<file path="config.mk">
export PLATFORM = sky130hd
export DESIGN_NAME = seq_right_shifter
export DESIGN_NICKNAME = d
export VERILOG_FILES = /design/src/rtl/seq_right_shifter.sv
export SDC_FILE = /design/constraint.sdc
export NUM_CORES = 1
export LEC_CHECK = 0
export BUFFER_PORTS_ARGS = -buffer_cell sky130_fd_sc_hd__buf_2
export CAP_MARGIN = 20
export CORE_AREA = 4 4 41 43
export CTS_CLUSTER_DIAMETER = 30
export DETAILED_ROUTE_END_ITERATION = 10
export DIE_AREA = 0 0 45 47
export HOLD_SLACK_MARGIN = 0.03
export PLACE_DENSITY = 0.7
export SLEW_MARGIN = 20
export SYNTH_ARGS = -nofsm -noshare
export SYNTH_HDL_FRONTEND = slang
export SYNTH_SLANG_ARGS = --single-unit
</file>
<file path="constraint.sdc">
create_clock -name clk -period 2.5 [get_ports clk]
set_input_delay 0.375 -clock clk [delete_from_list [all_inputs] [get_ports clk]]
set_output_delay 0.375 -clock clk [all_outputs]
set_load 0.005 [all_outputs]
</file>
<file path="src/rtl/seq_right_shifter.sv">
// seq_right_shifter: iterative right shift / arithmetic shift / rotate unit.
// Accepts one request over a valid/ready handshake. The operand then moves one
// bit position per clock. The result and the last bit shifted out are held on a
// second valid/ready handshake until the consumer takes them.
module seq_right_shifter #(
    parameter int unsigned WIDTH = 4,
    parameter int unsigned AMT_W = 2
) (
    input  logic             clk,
    input  logic             rst,
    input  logic             in_valid,
    output logic             in_ready,
    input  logic [WIDTH-1:0] in_data,
    input  logic [AMT_W-1:0] in_amt,
    input  logic [1:0]       in_mode,
    output logic             out_valid,
    input  logic             out_ready,
    output logic [WIDTH-1:0] out_data,
    output logic             out_carry,
    output logic             busy
);

    localparam logic [1:0] ST_IDLE  = 2'd0;
    localparam logic [1:0] ST_SHIFT = 2'd1;
    localparam logic [1:0] ST_DONE  = 2'd2;

    localparam logic [1:0] MODE_LSR = 2'b00;
    localparam logic [1:0] MODE_ASR = 2'b01;

    logic [1:0]       state_q, state_d;
    logic [WIDTH-1:0] data_q, data_d;
    logic             carry_q, carry_d;
    logic [AMT_W-1:0] cnt_q, cnt_d;
    logic [1:0]       mode_q, mode_d;
    logic             fill_bit;
    logic             accept;

    // Handshake decodes depend only on registered state, plus rst for in_ready
    assign in_ready  = (state_q == ST_IDLE) && !rst;
    assign out_valid = (state_q == ST_DONE);
    assign busy      = (state_q != ST_IDLE);
    assign out_data  = data_q;
    assign out_carry = carry_q;
    assign accept    = in_valid && in_ready;

    // Bit entering at the MSB for one shift step; modes 10 and 11 both rotate
    always_comb begin
        fill_bit = data_q[0];
        case (mode_q)
            MODE_LSR: fill_bit = 1'b0;
            MODE_ASR: fill_bit = data_q[WIDTH-1];
            default:  fill_bit = data_q[0];
        endcase
    end

    // Next-state logic for the FSM and datapath registers
    always_comb begin
        state_d = state_q;
        data_d  = data_q;
        carry_d = carry_q;
        cnt_d   = cnt_q;
        mode_d  = mode_q;
        case (state_q)
            ST_IDLE: begin
                if (accept) begin
                    data_d  = in_data;
                    carry_d = 1'b0;
                    cnt_d   = in_amt;
                    mode_d  = in_mode;
                    state_d = (in_amt == '0) ? ST_DONE : ST_SHIFT;
                end
            end
            ST_SHIFT: begin
                data_d  = {fill_bit, data_q[WIDTH-1:1]};
                carry_d = data_q[0];
                cnt_d   = cnt_q - AMT_W'(1);
                if (cnt_q == AMT_W'(1)) begin
                    state_d = ST_DONE;
                end
            end
            ST_DONE: begin
                // Result stays put; no new request is taken on the consume edge
                if (out_ready) begin
                    state_d = ST_IDLE;
                end
            end
            default: begin
                state_d = ST_IDLE;
            end
        endcase
    end

    // State registers with synchronous reset; reset aborts any in-flight result
    always_ff @(posedge clk) begin
        if (rst) begin
            state_q <= ST_IDLE;
            data_q  <= '0;
            carry_q <= 1'b0;
            cnt_q   <= '0;
            mode_q  <= MODE_LSR;
        end else begin
            state_q <= state_d;
            data_q  <= data_d;
            carry_q <= carry_d;
            cnt_q   <= cnt_d;
            mode_q  <= mode_d;
        end
    end

endmodule

</file>
==> results.md <==
• run status: completed
• count of pins on the block boundary: 20
• Hold Crit Endpoint: mode_q[1]$_SDFFE_PP0P_
• Chip Width: 45 um
• total power per unit cell area: 640.6 mW/mm2
• Via Count: 532
• maximum net fanout on the critical path: 13
• share of the yosys chip area belonging to registers: 39.11%
• setup repair after global routing missed its margin: false
• IO Port Bufs: 19
• class of the worst hold path: input pin to register
• maximum number of pins on one net before global-route repair: 14
• hold path startpoint: in_mode[1]
• fraction of layout cells with a size suffix above 1: 32.18%
• YS warnings: 0
• Pre-antenna DRT Iters: 4
• clock-pin slew reported for the worst setup and hold paths after clock tree synthesis: 80 ps
• share of power burned in the clock network: 28.2%
• Final nets: 101
• wire length on met1: 542 um
• initial core utilization: 43.27%
• Leak: 0.3164 nW
• residual DRC count: 0
• flop and latch count out of synthesis: 11
• Chip Height: 47 um
• category of the worst setup path launch point: register
• number of violations of the max-capacitance limit: 0
• CTS-repair resized insts: 0
• first-pass GRT wire length: 1.966 mm
• number of max-slew violations in the final report: 0
• syn nets: 81
• Worst Clk Skew: 8.843 ps
• switching power as a share of total power: 30.90%
• startpoint of the worst setup timing path: state_q[0]$_SDFFE_PP0P_
• CP endpoint kind: primary output
• cells on worst reg2reg path: 4
• count of final setup violators: 0
• most frequent cells in the layout: sky130_fd_sc_hd__buf_2 (19), sky130_fd_sc_hd__dfxtp_1 (11), sky130_fd_sc_hd__a21oi_1 (8), sky130_fd_sc_hd__nor2_1 (7)
• post-synthesis area per instance: 8.280 um2
• Iteration-0 DRC Markers: 8
• end of the worst register-to-register path: out_data[3]$_SDFFE_PP0P_
• top cell type by total area after synthesis: sky130_fd_sc_hd__dfxtp_1
• slack of the worst reg-to-reg path: 1100 ps
• GP Congestion: 0.7511
• maximum count of clock buffers along a single path: 2
• number of instances in the placed design: 98
• Area growth, synth to finish: 22.00%
• placed wire-length estimate: 889.6 um
• headroom to the max-slew limit: 69.92%
• combinational share of power: 22.9%
• Switch Pwr: 0.1360 mW
• antenna violations before repair: 0
• Worst Hold Depth: 3
• Clock H-tree levels: 1
• via count normalized by instance count: 5.216
• required time of the worst setup path: 2120 ps
• r2r startpoint: state_q[0]$_SDFFE_PP0P_
• GRT Util Overall: 13.33%
• cell types occupying the most area after synthesis: sky130_fd_sc_hd__dfxtp_1 (39%), sky130_fd_sc_hd__a21oi_1 (7.1%), sky130_fd_sc_hd__mux2i_1 (5.3%)
• commonest non-fill, non-tap cell in the layout: sky130_fd_sc_hd__buf_2
• Least-Margin Pin Slew: 450.6 ps
• part of the power in registers: 48.9%
• upper clock frequency limit: 0.5977 GHz
• sum of overflow across all layers after global routing: 0
• number of hold violations in the final report: 0
• die area: 0.002115 mm2
• number of fill cells in the layout: 141
• Avg WL per Cell: 11.85 um
• buffers inserted by post-CTS timing repair: 0
• clock net sink count: 11
• Final Cycle Share: 66.93%
• worst-case vdd ir drop: 0.2849 mV
• root buffer cell: sky130_fd_sc_hd__clkbuf_4
• final period demand of the worst path: 1673 ps
• highest metal used: met4
• clock tree from TritonCTS: yes
• final instance count without filler cells: 102
• WP data arrival: 1300 ps
• critical path class: register to primary output
• Netlist cell types: 28
• wire length on met3: 71 um
• overall power: 0.4401 mW
• Detail Route met2 WL: 569 um
• Core Footprint: 0.001301 mm2
• hold buffer count at cts: 0
• Detail Route Antenna Nets: 0
• via count of the first global-routing pass: 470
• top cell type's share of synthesized area: 39.11%
• Antenna Diode Count: 0
• num rows: 13
• wire length after detailed routing: 1.209 mm
• gate count of the mapped netlist: 68
• Skew-Pair Late Insertion Delay: 280 ps
• mapped cell area: 563.0 um2
• Num CTS Buffers: 3
• internal power: 0.3041 mW
• post-route setup TNS: 0 ps
-- power groups by stage --
stage                     clock, mW  sequential (mW)  combinational [mW]
after floorplan                   0            0.210              0.0756
after global placement            0            0.219              0.0995
after detailed placement          0            0.220               0.102
after CTS                     0.129            0.216               0.103
after global routing          0.139            0.219               0.115
final                         0.124            0.215               0.101
-- how the worst max path moves through the flow --
| stage | endpoint | slack, ps |
|---|---|---|
| 3_5_place_dp | out_data[3]$_SDFFE_PP0P_ | 1040 |
| 5_1_grt | in_ready | 700 |
| 6_report | in_ready | 830 |
| 4_1_cts | in_ready | 810 |
| 2_1_floorplan | in_ready | 1270 |
| 3_3_place_gp | out_data[3]$_SDFFE_PP0P_ | 1060 |
-- through the flow --
step	instance area [um2]	worst slack, ps	hold WS, ps	utilization (%)
2_1_floorplan	563.0	1273	440.5	-
3_3_place_gp	659.4	1063	460.1	50.67
3_5_place_dp	659.4	1041	461.4	50.67
4_1_cts	686.9	813.2	341.9	52.79
5_1_grt	686.9	695.0	346.1	52.79
6_report	686.9	826.8	344.1	52.79
-- critical path, stage by stage (launching register included) --
cell                      delay, ps
sky130_fd_sc_hd__dfxtp_1        600
sky130_fd_sc_hd__nor2_1         150
sky130_fd_sc_hd__inv_1          100
sky130_fd_sc_hd__nor2_1          40
sky130_fd_sc_hd__buf_2          130
-- cells in the mapped netlist --
library cell / count
sky130_fd_sc_hd__nand3_1: 2
sky130_fd_sc_hd__nor2b_1: 1
sky130_fd_sc_hd__dfxtp_1: 11
sky130_fd_sc_hd__a311oi_1: 1
sky130_fd_sc_hd__o21ai_0: 3
sky130_fd_sc_hd__mux2i_1: 3
sky130_fd_sc_hd__nand2b_1: 2
sky130_fd_sc_hd__nor4_1: 1
sky130_fd_sc_hd__or3_1: 1
sky130_fd_sc_hd__inv_1: 4
sky130_fd_sc_hd__buf_1: 1
sky130_fd_sc_hd__o22ai_1: 1
sky130_fd_sc_hd__nand2b_2: 1
sky130_fd_sc_hd__inv_2: 1
sky130_fd_sc_hd__a21oi_1: 8
sky130_fd_sc_hd__nand3b_1: 2
sky130_fd_sc_hd__nor2_1: 7
sky130_fd_sc_hd__nand2_1: 3
sky130_fd_sc_hd__buf_2: 2
sky130_fd_sc_hd__clkbuf_1: 1
sky130_fd_sc_hd__mux2_2: 1
sky130_fd_sc_hd__a21oi_4: 1
sky130_fd_sc_hd__o21a_1: 1
sky130_fd_sc_hd__nor3b_1: 1
sky130_fd_sc_hd__nor3_1: 2
sky130_fd_sc_hd__a21oi_2: 1
sky130_fd_sc_hd__ha_1: 1
sky130_fd_sc_hd__a211oi_1: 4
-- state kept, by name (all words and copies together) (netlist names) --
register	count
mode_q	2
state_q	2
cnt_q	2
out_carry	1
out_data	4
-- layout make-up --
class	instances	area, um2	area share [%]
multi-input combinational	48	306.5	44.63
sequential	11	220.2	32.06
timing repair buffer	19	95.09	13.84
clock buffer	3	22.52	3.279
inverter	5	18.77	2.732
tap	15	18.77	2.732
clock inverter	1	5.005	0.7286
-- routing by layer --
metal  global-route usage (%)  vias up
li1                         -      275
met2                    20.62       13
met3                    5.747        4
met4                    7.018        0
met5                        0        -
met1                    15.67      240
-- cell families after synthesis --
| group | synth area share (%) |
|---|---|
| buf+inv | 6.442 |
| fa+ha+maj | 2.222 |
| flops | 39.11 |
| mux | 7.333 |
| compound gates | 23.56 |
| simple gates | 21.34 |
Note: power is estimated with default switching activity, not from simulation.
